<file path="src/rtl/statki_pkg.sv">
// Shared constants and types for the battleship game blocks.
// Holds global program_state codes, board geometry and the shot evaluator FSM encoding.
package statki_pkg;

  localparam logic [3:0] PS_IDLE          = 4'd0;
  localparam logic [3:0] PS_PLACING_SHIPS = 4'd3;
  localparam logic [3:0] PS_FINDING_SHIPS = 4'd4;
  localparam logic [3:0] PS_GAME_ENDING   = 4'd6;

  localparam int BOARD_XPOS  = 192;
  localparam int BOARD_YPOS  = 112;
  localparam int SQUARE_SIZE = 48;
  localparam int BOARD_DIM   = 8;

  localparam logic [6:0] HITS_MAX = 7'd127;

  typedef enum logic [2:0] {
    S_IDLE,
    S_WAIT,
    S_EVAL,
    S_HOLD,
    S_DONE
  } eval_state_t;

  // Linear cell index, computed at 7 bits so out-of-board coordinates stay detectable.
  function automatic logic [6:0] cell_index(input logic [3:0] x, input logic [3:0] y, input int dim);
    logic [6:0] idx;
    idx = 7'(x) + 7'(dim) * 7'(y);
    return idx;
  endfunction

endpackage

</file>
<file path="src/rtl/shot_evaluator_if.sv">
// Signal bundle between the game controller side and shot_evaluator.
// master drives the shot/board inputs, slave is the evaluator itself.
interface shot_evaluator_if;

  logic [3:0]  program_state;
  logic [3:0]  board_size;
  logic        finished_move;
  logic [3:0]  shot_x;
  logic [3:0]  shot_y;
  logic [63:0] player1_ships;
  logic [63:0] player2_ships;
  logic [6:0]  ship_cells;

  logic        active_player;
  logic        shot_valid;
  logic        shot_hit;
  logic        result_show;
  logic [6:0]  p1_hits;
  logic [6:0]  p2_hits;
  logic        winner;
  logic        game_over;

  modport master (
    output program_state, board_size, finished_move, shot_x, shot_y,
           player1_ships, player2_ships, ship_cells,
    input  active_player, shot_valid, shot_hit, result_show,
           p1_hits, p2_hits, winner, game_over
  );

  modport slave (
    input  program_state, board_size, finished_move, shot_x, shot_y,
           player1_ships, player2_ships, ship_cells,
    output active_player, shot_valid, shot_hit, result_show,
           p1_hits, p2_hits, winner, game_over
  );

endinterface

</file>
<file path="src/rtl/shot_evaluator_hold_timer.sv">
// Loadable down-counter with a done flag; stops at zero.
// Used for the result display window and the HUD blanking logic.
module hold_timer #(
  parameter int WIDTH = 6
) (
  input  logic             clk,
  input  logic             rst,
  input  logic             load,
  input  logic [WIDTH-1:0] load_value,
  input  logic             en,
  output logic             done
);

  logic [WIDTH-1:0] count_reg;

  always_ff @(posedge clk) begin
    if (!rst) begin
      count_reg <= '0;
    end else if (load) begin
      count_reg <= load_value;
    end else if (en && (count_reg != '0)) begin
      count_reg <= count_reg - 1'b1;
    end
  end

  assign done = (count_reg == '0);

endmodule

</file>
<file path="src/rtl/shot_evaluator.sv">
// Evaluates committed shots against the opponent's ship map, keeps score and turn,
// and declares the winner once a player has hit every ship cell.
module shot_evaluator #(
  parameter int RESULT_HOLD = 60,
  parameter int BOARD_DIM   = 8
) (
  input logic             clk,
  input logic             rst,
  shot_evaluator_if.slave bus
);

  import statki_pkg::*;

  localparam int HOLD_W = $clog2(RESULT_HOLD + 1);

  eval_state_t state_reg;
  logic [3:0]  x_reg;
  logic [3:0]  y_reg;
  logic        player_reg;

  logic        active_player_reg;
  logic        shot_valid_reg;
  logic        shot_hit_reg;
  logic        result_show_reg;
  logic [6:0]  p1_hits_reg;
  logic [6:0]  p2_hits_reg;
  logic        winner_reg;
  logic        game_over_reg;

  logic        in_play;
  logic        clear_req;
  logic [63:0] target;
  logic [6:0]  idx;
  logic        hit;
  logic [6:0]  shooter_hits;
  logic [6:0]  shooter_next;
  logic        timer_done;

  assign in_play   = (bus.program_state == PS_FINDING_SHIPS);
  assign clear_req = (bus.program_state == PS_IDLE) || (bus.program_state == PS_PLACING_SHIPS);

  always_comb begin
    target       = player_reg ? bus.player1_ships : bus.player2_ships;
    idx          = cell_index(x_reg, y_reg, BOARD_DIM);
    hit          = 1'b0;
    // Off-board shots are misses even when the map happens to have that bit set.
    if ((x_reg < bus.board_size) && (y_reg < bus.board_size) && (idx < 7'd64)) begin
      hit = target[idx[5:0]];
    end
    shooter_hits = player_reg ? p2_hits_reg : p1_hits_reg;
    shooter_next = (shooter_hits == HITS_MAX) ? shooter_hits : shooter_hits + 7'd1;
  end

  hold_timer #(
    .WIDTH(HOLD_W)
  ) u_hold_timer (
    .clk       (clk),
    .rst       (rst),
    .load      (state_reg == S_EVAL),
    .load_value(HOLD_W'(RESULT_HOLD - 1)),
    .en        (state_reg == S_HOLD),
    .done      (timer_done)
  );

  always_ff @(posedge clk) begin
    if (!rst) begin
      state_reg         <= S_IDLE;
      x_reg             <= '0;
      y_reg             <= '0;
      player_reg        <= 1'b0;
      active_player_reg <= 1'b0;
      shot_valid_reg    <= 1'b0;
      shot_hit_reg      <= 1'b0;
      result_show_reg   <= 1'b0;
      p1_hits_reg       <= '0;
      p2_hits_reg       <= '0;
      winner_reg        <= 1'b0;
      game_over_reg     <= 1'b0;
    end else begin
      shot_valid_reg <= 1'b0;
      case (state_reg)
        S_IDLE: begin
          result_show_reg <= 1'b0;
          if (clear_req) begin
            p1_hits_reg       <= '0;
            p2_hits_reg       <= '0;
            game_over_reg     <= 1'b0;
            winner_reg        <= 1'b0;
            shot_hit_reg      <= 1'b0;
            active_player_reg <= 1'b0;
          end
          if (in_play) begin
            state_reg <= S_WAIT;
          end
        end

        S_WAIT: begin
          if (!in_play) begin
            state_reg <= S_IDLE;
          end else if (bus.finished_move) begin
            x_reg      <= bus.shot_x;
            y_reg      <= bus.shot_y;
            player_reg <= active_player_reg;
            state_reg  <= S_EVAL;
          end
        end

        S_EVAL: begin
          if (!in_play) begin
            state_reg <= S_IDLE;
          end else begin
            shot_hit_reg   <= hit;
            shot_valid_reg <= 1'b1;
            if (hit) begin
              if (player_reg) begin
                p2_hits_reg <= shooter_next;
              end else begin
                p1_hits_reg <= shooter_next;
              end
            end
            if (hit && (shooter_next == bus.ship_cells)) begin
              winner_reg    <= player_reg;
              game_over_reg <= 1'b1;
              state_reg     <= S_DONE;
            end else begin
              result_show_reg <= 1'b1;
              state_reg       <= S_HOLD;
            end
          end
        end

        S_HOLD: begin
          if (!in_play) begin
            result_show_reg <= 1'b0;
            state_reg       <= S_IDLE;
          end else if (timer_done) begin
            result_show_reg <= 1'b0;
            // A hit earns the shooter another turn.
            if (!shot_hit_reg) begin
              active_player_reg <= ~active_player_reg;
            end
            state_reg <= S_WAIT;
          end
        end

        S_DONE: begin
          if (clear_req) begin
            state_reg <= S_IDLE;
          end
        end

        default: state_reg <= S_IDLE;
      endcase
    end
  end

  assign bus.active_player = active_player_reg;
  assign bus.shot_valid    = shot_valid_reg;
  assign bus.shot_hit      = shot_hit_reg;
  assign bus.result_show   = result_show_reg;
  assign bus.p1_hits       = p1_hits_reg;
  assign bus.p2_hits       = p2_hits_reg;
  assign bus.winner        = winner_reg;
  assign bus.game_over     = game_over_reg;

endmodule

</file>
<file path="src/flat_wrapper.sv">
// flat-port wrapper written by rule: the top's interface ports become plain ports
module shot_evaluator_flat import statki_pkg::*;
#(
  parameter int RESULT_HOLD = 60,
  parameter int BOARD_DIM   = 8
)
  (clk, rst, bus_program_state, bus_board_size, bus_finished_move, bus_shot_x, bus_shot_y, bus_player1_ships, bus_player2_ships, bus_ship_cells, bus_active_player, bus_shot_valid, bus_shot_hit, bus_result_show, bus_p1_hits, bus_p2_hits, bus_winner, bus_game_over);
  shot_evaluator_if bus_i ();
  input logic clk;
  input logic rst;
  input wire logic [$bits(bus_i.program_state)-1:0] bus_program_state;
  input wire logic [$bits(bus_i.board_size)-1:0] bus_board_size;
  input wire logic [$bits(bus_i.finished_move)-1:0] bus_finished_move;
  input wire logic [$bits(bus_i.shot_x)-1:0] bus_shot_x;
  input wire logic [$bits(bus_i.shot_y)-1:0] bus_shot_y;
  input wire logic [$bits(bus_i.player1_ships)-1:0] bus_player1_ships;
  input wire logic [$bits(bus_i.player2_ships)-1:0] bus_player2_ships;
  input wire logic [$bits(bus_i.ship_cells)-1:0] bus_ship_cells;
  output wire logic [$bits(bus_i.active_player)-1:0] bus_active_player;
  output wire logic [$bits(bus_i.shot_valid)-1:0] bus_shot_valid;
  output wire logic [$bits(bus_i.shot_hit)-1:0] bus_shot_hit;
  output wire logic [$bits(bus_i.result_show)-1:0] bus_result_show;
  output wire logic [$bits(bus_i.p1_hits)-1:0] bus_p1_hits;
  output wire logic [$bits(bus_i.p2_hits)-1:0] bus_p2_hits;
  output wire logic [$bits(bus_i.winner)-1:0] bus_winner;
  output wire logic [$bits(bus_i.game_over)-1:0] bus_game_over;
  assign bus_i.program_state = bus_program_state;
  assign bus_i.board_size = bus_board_size;
  assign bus_i.finished_move = bus_finished_move;
  assign bus_i.shot_x = bus_shot_x;
  assign bus_i.shot_y = bus_shot_y;
  assign bus_i.player1_ships = bus_player1_ships;
  assign bus_i.player2_ships = bus_player2_ships;
  assign bus_i.ship_cells = bus_ship_cells;
  assign bus_active_player = bus_i.active_player;
  assign bus_shot_valid = bus_i.shot_valid;
  assign bus_shot_hit = bus_i.shot_hit;
  assign bus_result_show = bus_i.result_show;
  assign bus_p1_hits = bus_i.p1_hits;
  assign bus_p2_hits = bus_i.p2_hits;
  assign bus_winner = bus_i.winner;
  assign bus_game_over = bus_i.game_over;
  shot_evaluator #(.RESULT_HOLD(RESULT_HOLD), .BOARD_DIM(BOARD_DIM)) u_core (.clk(clk), .rst(rst), .bus(bus_i));
endmodule
</file>
<file path="config.mk">
export PLATFORM = sky130hd
export DESIGN_NAME = shot_evaluator_flat
export DESIGN_NICKNAME = d
export VERILOG_FILES = /design/src/rtl/statki_pkg.sv /design/src/rtl/shot_evaluator_if.sv /design/src/rtl/shot_evaluator_hold_timer.sv /design/src/rtl/shot_evaluator.sv /design/src/flat_wrapper.sv
export SDC_FILE = /design/constraint.sdc
export NUM_CORES = 1
export LEC_CHECK = 0
export CORE_ASPECT_RATIO = 0.9
export CORE_MARGIN = 5
export CORE_UTILIZATION = 45
export CTS_BUF_LIST = sky130_fd_sc_hd__clkbuf_8
export DETAILED_ROUTE_END_ITERATION = 8
export PLACE_DENSITY = 0.87
export SYNTH_ARGS = -nofsm -noshare
export SYNTH_HDL_FRONTEND = slang
export SYNTH_SLANG_ARGS = --single-unit
</file>
<file path="constraint.sdc">
create_clock -name clk -period 4.7 [get_ports clk]
set_input_delay 0.705 -clock clk [delete_from_list [all_inputs] [get_ports clk]]
set_output_delay 0.705 -clock clk [all_outputs]
set_load 0.01 [all_outputs]
</file>
# After elaboration in Yosys (flattened, before gate mapping)

Index checks and enable logic that the tools add are counted.
W data, S select, Z words.

Flip-flop bits (word level): 38
Bits in latches: 0
Bits in writable memories: 0
Memory bits (read-only): 0
Output and inout bits: 20
Memories kept: 0

Add/sub/neg operators: 3
Multiply operators: 0
Divide/modulo/power cells: 0
Order comparisons: 4
Eq/ne operators: 22
Shift operators: 0
Mux-type cells: 45
Bitwise gates (word level): 2
Reductions and logical operators: 23

Operators with widths:

| kind                  | count |
|---|---|
| $mux W64              | 1 |
| $mux W7               | 9 |
| $pmux W7 S2           | 2 |
| $mux W3               | 8 |
| $ne A2 B1 Y1 const B  | 9 |
| $mux W1               | 16 |
| $pmux W3 S5           | 1 |
| $reduce_and A5 Y1     | 3 |
| $mux W6               | 2 |
| $reduce_and A4 Y1     | 3 |
| $lt A4 B4 Y1          | 2 |
| $pmux W1 S2           | 4 |
| $add A4 B7 Y7         | 1 |
| $add A7 B1 Y7 const B | 1 |
| $eq A7 B7 Y1          | 1 |
| $eq A7 B7 Y1 const B  | 1 |
| $lt A6 B7 Y1 const B  | 1 |
| $lt A7 B7 Y1 const B  | 1 |
| $bmux W1 S6           | 1 |
| $eq A3 B2 Y1 const B  | 2 |
| $logic_not A6 Y1      | 1 |
| $ne A2 B2 Y1 const B  | 3 |
| $ne A3 B3 Y1 const B  | 2 |
| $reduce_and A3 Y1     | 2 |
| 16 further kinds      | 22 |

# Longest topological paths before layout

Gate-level depths: netlist (run 1).

Word-level depth: 8
Gate-level depth with buffers: 15
Gate-level depth less buffers: 11

# Cells and area by module

From an unflattened synthesis (run 1), not the netlist that was laid out.

Cells, all modules: 416
Area, all modules: 3722.3 um^2

By module, submodules not included:

| module         | instances | cells each | area each (um^2) | seq. area each (um^2) |
|---|---|---|---|---|
| shot_evaluator | 1         | 374        | 3348.2           | 640.6 |
| hold_timer     | 1         | 42         | 374.1            | 120.1 |

# Worst setup path after synthesis (run 1)

No wires, ideal clock.

Path type: register to register
Start: register u_core.player_reg
End: register u_core.winner_reg, in the netlist u_core.bus.winner
Setup time: 0.059 ns
Data arrival time: 3.100 ns
Path slack: 1.541 ns
Cell stages (with the launch flop): 15
Path buffers: 3
Period minus slack after synthesis: 3.159 ns
Cell sequence: dfxtp_1 buf_6 buf_12 buf_6 mux2i_1 inv_1 ha_1 nand4b_1 o2bb2ai_1 a21boi_1 xnor3_1 a2111o_1 nor4_4 mux2_4 nand2_2

Cells in the longest elaborated chain, start to end: 7

RTL lines:

| element                                        | line                                        | text |
|---|---|---|
| start: declaration                             | shot_evaluator.sv:19                        | `logic player_reg;` |
| start signal: assignment                       | shot_evaluator.sv:103                       | `player_reg <= active_player_reg;` |
| $mux W7 / $mux W64 (equally long branches)     | shot_evaluator.sv:50, shot_evaluator.sv:43  |  |
| $add A7 B1 Y7, or another cell as far along    | shot_evaluator.sv:51                        | `shooter_next = (shooter_hits == HITS_MAX) ? shooter_hits : shooter_hits + 7'd1;` |
| $mux W7 / $mux W1 (equally long branches)      | shot_evaluator.sv:51, shot_evaluator.sv:48  |  |
| $eq A7 B7 Y1 / $mux W1 (equally long branches) | shot_evaluator.sv:121, shot_evaluator.sv:47 |  |
| $logic_and A1 B1 Y1                            | shot_evaluator.sv:121                       | `if (hit && (shooter_next == bus.ship_cells)) begin` |
| $ne A2 B1 Y1 (no line)                         | n/a                                         |  |
| $reduce_and A4 Y1 (no line)                    | n/a                                         |  |
| end signal: assignment                         | shot_evaluator.sv:122                       | `winner_reg <= player_reg;` |
| end: declaration                               | shot_evaluator.sv:27                        | `logic winner_reg;` |

Parallel ways exist; a longest one is shown, timed or not. The select of a mux whose other input is x is not followed.
A chain may end at the register's enable or synchronous reset.

# Worst setup path after layout (run 1)

Start: register u_core.player_reg
End: register u_core.result_show_reg, in the netlist u_core.bus.result_show

Cells in the longest elaborated chain, start to end: 7

RTL lines:

| element                                        | line                                        | text |
|---|---|---|
| $mux W7 / $mux W64 (equally long branches)     | shot_evaluator.sv:50, shot_evaluator.sv:43  |  |
| $add A7 B1 Y7, or another cell as far along    | shot_evaluator.sv:51                        |  |
| $mux W7 / $mux W1 (equally long branches)      | shot_evaluator.sv:51, shot_evaluator.sv:48  |  |
| $eq A7 B7 Y1 / $mux W1 (equally long branches) | shot_evaluator.sv:121, shot_evaluator.sv:47 |  |
| $logic_and A1 B1 Y1 *                          | shot_evaluator.sv:121                       |  |
| $ne A2 B2 Y1 (no line) *                       | n/a                                         |  |
| $reduce_and A4 Y1 (no line) *                  | n/a                                         |  |
| end signal: assignment                         | shot_evaluator.sv:126                       | `result_show_reg <= 1'b1;` |
| end signal: assignment                         | shot_evaluator.sv:134                       | `result_show_reg <= 1'b0;` |
| end signal: assignment                         | shot_evaluator.sv:137                       | `result_show_reg <= 1'b0;` |
| end: declaration                               | shot_evaluator.sv:24                        | `logic result_show_reg;` |

Mark *: on every way between the ends. The rest lies on a longest branch, timed or not. The select of a mux whose other input is x is not followed.

==> results of run 1 <==
area by class of cell:
cell class / instances / area (um2)
Clock buffer: 5 / 68.8
Clock inverter: 3 / 68.8
Fill cell: 608 / 2520
Inverter: 13 / 48.8
Multi-Input combinational cell: 295 / 2640
Sequential cell: 38 / 763
Tap cell: 99 / 124
Timing Repair Buffer: 176 / 1750
cell usage after synthesis (6+ instances only):
cell type  number
a21oi_1        16
a32o_1         10
buf_6           6
clkbuf_1       12
dfxtp_1        38
ha_1           11
inv_1          13
mux2_2         13
mux2i_1        24
mux4_2         19
nand2_1        22
nand3_1        16
nand4_1         8
nor2_1         29
nor3_1         10
o21ai_0         9
xnor2_1        11
cells by family after synthesis:
group,synth area share
multiplexers,0.277
buffers and inverters,0.0676
AND/OR/NAND/NOR,0.191
XOR/XNOR,0.0446
AO/OA/AOI/OAI,0.174
flip-flops,0.209
adder cells (fa/ha/maj),0.0377
report_power, final:
part           internal (mW)  total (mW)  switching [mW]  leakage (nW)
logic                  0.144       0.196          0.0518          1.59
registers              0.322       0.323         0.00130         0.307
clock network          0.213       0.338           0.125        0.0683
total                  0.678       0.857           0.178          1.96
through the flow:
| stage | hold slack [ns] | total power [mW] | utilization | instance area (um2) |
|---|---|---|---|---|
| after floorplan | 0.484 | 0.386 | - | 3650 |
| after global placement | 0.488 | 0.520 | 0.667 | 5330 |
| after detailed placement | 0.495 | 0.526 | 0.667 | 5330 |
| after CTS | 0.503 | 0.859 | 0.684 | 5470 |
| after global routing | 0.530 | 0.883 | 0.684 | 5470 |
| final | 0.502 | 0.857 | 0.684 | 5470 |
final timing paths:
path                     start                endpoint  cells past startpoint
max reg2reg  u_core.player_reg  u_core.bus.result_show                      9
min reg2reg  u_core.bus.winner       u_core.bus.winner                      2
min          u_core.bus.winner       u_core.bus.winner                      2
max          u_core.player_reg  u_core.bus.result_show                      9
critical path: cells and delay by family, from the launching register on:
| family | cells | cell delay, ns |
|---|---|---|
| AO/OA/AOI/OAI | 4 | 1.44 |
| AND/OR/NAND/NOR | 3 | 0.87 |
| buffers and inverters | 1 | 0.48 |
| flip-flops | 1 | 0.41 |
| XOR/XNOR | 1 | 0.25 |
routing by layer:
metal  track usage  up-vias  share of wire
met5             0        -              0
met4        0.0458        0         0.0097
met3        0.0481        9          0.070
met2         0.434      151           0.53
met1         0.293     1796           0.39
li1              -     1764              -
==> flow_metrics.tcl, run 1 <==
set metrics [dict create \
    drv_slew 0 \
    routed_via_density 5.91 \
    synth_seq_cells 38 \
    dp_slack_ns 1.09 \
    numPortBuffers 173 \
    cts_setup_buffers 0 \
    fp-row-count 31 \
    layout_common_cells "clkdlybuf4s50_1, dfxtp_1, nor2_1" \
    arrival_ns 3.77 \
    cts_tree "yes" \
    skew_ns 0.00603 \
    powerDensity_nw_per_um2 157 \
    seq_area_frac_synth 0.209 \
    slowest_delay_ns 0.64 \
    setup_viol 0 \
    dieArea_um2 10000 \
    dpl.cell_count 621 \
    num_io_pins 174 \
    synth_area_per_cell_um2 9.80 \
    timing.final.crit_period_ns 3.61 \
    drv_cap 0 \
    syn_area_um2 3650 \
    grt_antenna_before_repair 0 \
    start_kind "register" \
    nNetsFinal 694 \
    track_usage 0.238 \
    worstPathRequired_ns 4.86 \
    ff2ff_setup_slack_ns 1.09 \
    area_delta_synth_final_pct 49.9 \
    via_count 3720 \
    synth_top_area_frac 0.209 \
    diodes 0 \
    finalCritPeriodShare 0.767 \
    place_congestion 0.863 \
    clockRootBuffer "clkbuf_8" \
    yosysUniqueCellTypes 71 \
    crit_path_end_kind "register" \
    ys.flop_type "dfxtp_1" \
    cts_buffer_depth 2 \
    tightest_slew_ns 1.10 \
    coreArea_um2 7990 \
    clk-insertion-delay-late_ns 0.30 \
    cts_hold_buffers 0 \
    initial_utilization 0.456 \
    hp-class "reg -> reg" \
    yosysWarnings 0 \
    rsz0062_at_grt "no" \
    syn-num-nets 537 \
    worstSetupPathType "reg -> reg" \
    slew_headroom 0.263 \
    cp_slowest_cell "o2bb2ai_1" \
    finalNonFillerCells 629 \
    grt_overflow 0 \
    drt-initial-drc-count 194 \
    cts-htree-levels 2 \
    routed_wirelength_um 12400 \
    drtPass1Iterations 5 \
    asyncSetResetFlopFracSynth 0 \
    drc 0 \
    post-dp-hpwl_um 10000 \
    cts_buffers 5 \
    vdd_drop_max_v 0.000225 \
    first_global_vias 3694 \
    die_h_um 95.4 \
    synth_edf_count 0 \
    hold_viol_final 0 \
    cts_resized 0 \
    clk_pin_slew_ns 0.08 \
    p_leak_nw 1.96 \
    cp_cell_sequence "buf_4 > and4b_1 > o2bb2ai_1 > a21boi_1 > xnor3_1 > a2111o_1 > nor4_4 > nand2b_4 > o211ai_1" \
    tns_ns 0 \
    fmax_mhz 277 \
    cts.sinks 38 \
    synth_area_leaders "dfxtp_1, mux4_2, mux2i_1, mux2_2, ha_1" \
    grt_max_degree 39 \
    mostFrequentLayoutCell "clkdlybuf4s50_1" \
    ant_nets 0 \
    synth_top_area_cell "dfxtp_1" \
    status "finished, final reports clean" \
    layout-drive-gt1-share 0.125 \
    critPathMaxFanout 38 \
    die_w_um 105 \
    grt_pass1_wl_um 19300 \
    routedWlPerCell_um 19.8 \
    fin_ws_ns 1.09 \
    synth_cells 372 \
]
Note: power is estimated with default switching activity, not from simulation.
==> run 2, diff against run 1 <==
--- a/config.mk
+++ b/config.mk
@@ -7,10 +7,10 @@
 export LEC_CHECK = 0
 export CORE_ASPECT_RATIO = 0.9
 export CORE_MARGIN = 5
-export CORE_UTILIZATION = 45
+export CORE_UTILIZATION = 43
 export CTS_BUF_LIST = sky130_fd_sc_hd__clkbuf_8
 export DETAILED_ROUTE_END_ITERATION = 8
-export PLACE_DENSITY = 0.87
+export PLACE_DENSITY = 0.84
 export SYNTH_ARGS = -nofsm -noshare
 export SYNTH_HDL_FRONTEND = slang
 export SYNTH_SLANG_ARGS = --single-unit
==> constraint.sdc (replaced) <==
create_clock -name clk -period 3.75 [get_ports clk]
set_input_delay 0.5625 -clock clk [delete_from_list [all_inputs] [get_ports clk]]
set_output_delay 0.5625 -clock clk [all_outputs]
set_load 0.01 [all_outputs]
==> flow_metrics.tcl, run 2 (synthesis results as in run 1) <==
set metrics [dict create \
    grt_max_degree 42 \
    area_delta_synth_final_pct 49.5 \
    tightest_slew_ns 0.701 \
    dieArea_um2 10400 \
    worstSetupPathType "reg -> reg" \
    cts_hold_buffers 0 \
    numPortBuffers 173 \
    timing.final.crit_period_ns 3.10 \
    ant_nets 0 \
    drt-initial-drc-count 223 \
    skew_ns 0.00759 \
    p_leak_nw 1.96 \
    clk_pin_slew_ns 0.08 \
    cp_cell_sequence "buf_4 > mux4_1 > mux2i_1 > nor2_1 > or4_1 > nand4_4 > nor4_4 > nand2b_4 > a2111oi_4" \
    cts-htree-levels 2 \
    arrival_ns 3.29 \
    cts_setup_buffers 0 \
    hp-class "reg -> reg" \
    layout-drive-gt1-share 0.129 \
    powerDensity_nw_per_um2 168 \
    multi_input_area_um2 2640 \
    nNetsFinal 698 \
    coreArea_um2 8150 \
    cts.sinks 38 \
    tns_ns 0 \
    first_global_vias 3930 \
    num_io_pins 174 \
    placed_area_um2 5370 \
    drv_slew 0 \
    cts_buffers 5 \
    setup_viol 0 \
    p_total_mw 0.918 \
    seq_area_um2 763 \
    track_usage 0.237 \
    routed_via_density 6.02 \
    place_congestion 0.935 \
    hold_viol_final 0 \
    dpl.cell_count 625 \
    start_kind "register" \
    post-dp-hpwl_um 10500 \
    routed_wirelength_um 12900 \
    layout_common_cells "clkdlybuf4s50_1, dfxtp_1, nor2_1" \
    crit_path_end_kind "register" \
    clk-insertion-delay-late_ns 0.29 \
    slowest_delay_ns 0.63 \
    drc 0 \
    final_area_um2 5450 \
    grt_overflow 0 \
    grt_pass1_wl_um 20100 \
    routedWlPerCell_um 20.4 \
    cts_tree "yes" \
    vdd_drop_max_v 0.000301 \
    die_w_um 107 \
    final_util 0.669 \
    worstPathRequired_ns 3.94 \
    slew_headroom 0.532 \
    cts_buffer_depth 2 \
    drv_cap 0 \
    initial_utilization 0.448 \
    nFillCells 640 \
    fmax_mhz 323 \
    finalCritPeriodShare 0.827 \
    grt_antenna_before_repair 0 \
    rsz0062_at_grt "no" \
    cp_slowest_cell "mux4_1" \
    fp-row-count 31 \
    cts_resized 0 \
    clockRootBuffer "clkbuf_8" \
    mostFrequentLayoutCell "clkdlybuf4s50_1" \
    via_count 3803 \
    finalNonFillerCells 632 \
    die_h_um 97.4 \
    diodes 0 \
    critPathMaxFanout 41 \
    status "finished, final reports clean" \
    drtPass1Iterations 7 \
]
-- run 2: cell count changes in the layout (fill, tap and decap cells not counted) --
| cell | change |
|---|---|
| buf_4 | +3 |
| clkinv_2 | +2 |
| buf_12 | +1 |
| bufinv_16 | -2 |
| clkinv_4 | -1 |
-- run 2: routing by layer --
metal  up-vias  wire length (um)  global-route usage
met5         -                 0                   0
met4         0               294              0.0639
met3        29              1290              0.0598
met2       214              6600               0.432
met1      1795              4720               0.272
li1       1765                 -                   -
-- run 2: worst paths after layout --
check	depth (start not counted)	to	slack [ns]	from
max	9	u_core.state_reg[0]	0.65	u_core.player_reg
min	2	u_core.bus.active_player	0.51	u_core.bus.active_player
max reg2reg	9	u_core.state_reg[0]	0.65	u_core.player_reg
min reg2reg	2	u_core.bus.active_player	0.51	u_core.bus.active_player
-- run 2: power by group --
| group | total [mW] | switching (mW) | internal (mW) |
|---|---|---|---|
| Sequential | 0.405 | 0.00146 | 0.404 |
| Clock | 0.266 | 0.141 | 0.125 |
| Combinational | 0.246 | 0.0658 | 0.180 |
| Total | 0.918 | 0.209 | 0.709 |
-- run 2: area by class of cell --
class                   count  area share
flip-flops and latches     38       0.140
clock buffers               5      0.0126
well taps                  99      0.0227
clock inverters             2     0.00184
inverters                  13     0.00895
repair buffers            180       0.330
multi-input cells         295       0.484
-- run 2: per-stage QoR --
stage          setup slack, ns  hold slack (ns)
2_1_floorplan            0.591            0.484
3_3_place_gp             0.655            0.493
3_5_place_dp             0.589            0.490
4_1_cts                  0.627            0.507
5_1_grt                  0.442            0.550
6_report                 0.650            0.509
-- run 2: critical path: cells and delay by family, from the launching register on --
| kind | cells | cell delay (ns) |
|---|---|---|
| buffers and inverters | 1 | 0.48 |
| and+or+nand+nor | 5 | 0.98 |
| AOI/OAI and AO/OA | 1 | 0.29 |
| DFF | 1 | 0.36 |
| muxes | 2 | 0.85 |
==> run 3, diff against run 2 <==
--- a/config.mk
+++ b/config.mk
@@ -7,10 +7,10 @@
 export LEC_CHECK = 0
 export CORE_ASPECT_RATIO = 0.9
 export CORE_MARGIN = 5
-export CORE_UTILIZATION = 43
+export CORE_UTILIZATION = 39
 export CTS_BUF_LIST = sky130_fd_sc_hd__clkbuf_8
 export DETAILED_ROUTE_END_ITERATION = 8
-export PLACE_DENSITY = 0.84
+export PLACE_DENSITY = 0.8
 export SYNTH_ARGS = -nofsm -noshare
 export SYNTH_HDL_FRONTEND = slang
 export SYNTH_SLANG_ARGS = --single-unit
==> constraint.sdc (replaced) <==
create_clock -name clk -period 2.5 [get_ports clk]
set_input_delay 0.375 -clock clk [delete_from_list [all_inputs] [get_ports clk]]
set_output_delay 0.375 -clock clk [all_outputs]
set_load 0.01 [all_outputs]
==> flow_metrics.tcl, run 3 (synthesis results as in run 1) <==
set metrics [dict create \
    die_h_um 102 \
    die_w_um 112 \
    place_congestion 0.894 \
    cts_hold_buffers 0 \
    dieArea_um2 11400 \
    first_global_vias 4073 \
    fp-row-count 33 \
    hp-class "reg -> reg" \
    drtPass1Iterations 4 \
    diodes 0 \
    grt_max_degree 28 \
    routedWlPerCell_um 18.7 \
    skew_ns 0.00788 \
    violations "negative setup slack" \
    area_delta_synth_final_pct 68.9 \
    grt_antenna_before_repair 0 \
    critPathLaunch "u_core.player_reg" \
    nFillCells 713 \
    worstSetupPathType "reg -> reg" \
    clk-insertion-delay-late_ns 0.29 \
    cts_tree "yes" \
    num_io_pins 174 \
    grt_pass1_wl_um 20900 \
    nNetsFinal 762 \
    p_leak_nw 2.34 \
    cts-htree-levels 2 \
    ant_nets 0 \
    wl_met3_um 982 \
    cts_buffers 5 \
    clk_pin_slew_ns 0.07 \
    drv_cap 0 \
    layout-drive-gt1-share 0.251 \
    track_usage 0.225 \
    critPathMaxFanout 5 \
    via_count 3982 \
    numPortBuffers 173 \
    hp-start "u_core.bus.winner" \
    vdd_drop_max_v 0.000178 \
    grt_overflow 0 \
    hold_viol_final 0 \
    wl_met2_um 6940 \
    clockRootBuffer "clkbuf_8" \
    arrival_ns 2.95 \
    routed_wirelength_um 13500 \
    finalCritPeriodShare 1.12 \
    mostFrequentLayoutCell "clkdlybuf4s50_1" \
    wl_met1_um 5370 \
    fmax_mhz 356 \
    fin_ws_ns -0.306 \
    drt-initial-drc-count 299 \
    routed.top_layer "met4" \
    setup_viol 21 \
    routed_via_density 5.53 \
    crit_path_end_kind "register" \
    p_total_mw 1.42 \
    layout_common_cells "clkdlybuf4s50_1, buf_4, dfxtp_1" \
    post-dp-hpwl_um 10800 \
    rsz0062_at_grt "yes" \
    cts.sinks 38 \
    start_kind "register" \
    timing.final.crit_period_ns 2.81 \
    dp_slack_ns -0.430 \
    coreArea_um2 9130 \
    worstPathRequired_ns 2.64 \
    drc 0 \
    initial_utilization 0.400 \
    tightest_slew_ns 0.709 \
    status "complete, but fails checks" \
    final_area_um2 6160 \
    placed_area_um2 5830 \
    slew_headroom 0.527 \
    r2r-start "u_core.player_reg" \
    cts_buffer_depth 2 \
    whs_ns 0.515 \
    drv_slew 0 \
    powerDensity_nw_per_um2 231 \
]
## run 3: final timing paths
check                                 to  slack (ns)  depth (start not counted)
hold reg to reg        u_core.bus.winner        0.51                          2
hold / removal         u_core.bus.winner        0.51                          2
setup / recovery  u_core.bus.result_show       -0.31                         11
setup reg to reg  u_core.bus.result_show       -0.31                         11
## run 3: where the power goes
group	total [mW]	internal, mW	switching [mW]
registers	0.606	0.604	0.00217
clock network	0.428	0.218	0.210
logic	0.387	0.281	0.106
total	1.42	1.10	0.318
## run 3: layout make-up
| class | instances | area, um2 | share of cell area |
|---|---|---|---|
| Multi-Input combinational cell | 295 | 2760 | 0.448 |
| Timing Repair Buffer | 244 | 2340 | 0.380 |
| Sequential cell | 38 | 769 | 0.125 |
| Tap cell | 122 | 153 | 0.0248 |
| Clock buffer | 6 | 82.6 | 0.0134 |
| Inverter | 13 | 48.8 | 0.00792 |
| Clock inverter | 2 | 8.76 | 0.00142 |
## run 3: worst max-delay path: stages, from the launching register on
cell	delay [ns]
dfxtp_4	0.40
mux2i_4	0.26
inv_2	0.06
ha_4	0.16
nand4b_1	0.13
o2bb2ai_2	0.14
a21boi_4	0.21
xnor3_1	0.27
a2111o_1	0.37
nor4_4	0.30
nand2b_4	0.24
o211ai_1	0.09
## run 3: what timing repair did
action	CTS	global route
gates cloned	1	0
setup endpoints to repair	21	21
gates resized for setup	6	17
buffers inserted	3	9
pin swaps	1	6
## run 3: stage by stage
stage                     utilization  TNS (ns)  cells
after floorplan                     -     -2.57    372
after global placement          0.639     -7.07    699
after detailed placement        0.639     -7.77    699
after CTS                       0.659     -4.43    711
after global routing            0.675     -6.19    720
final                           0.675     -3.72    720
## run 3: layer usage
metal	vias to the layer above	track usage
met3	20	0.0502
met4	0	0.0434
li1	1895	-
met2	147	0.418
met1	1920	0.271
met5	-	0
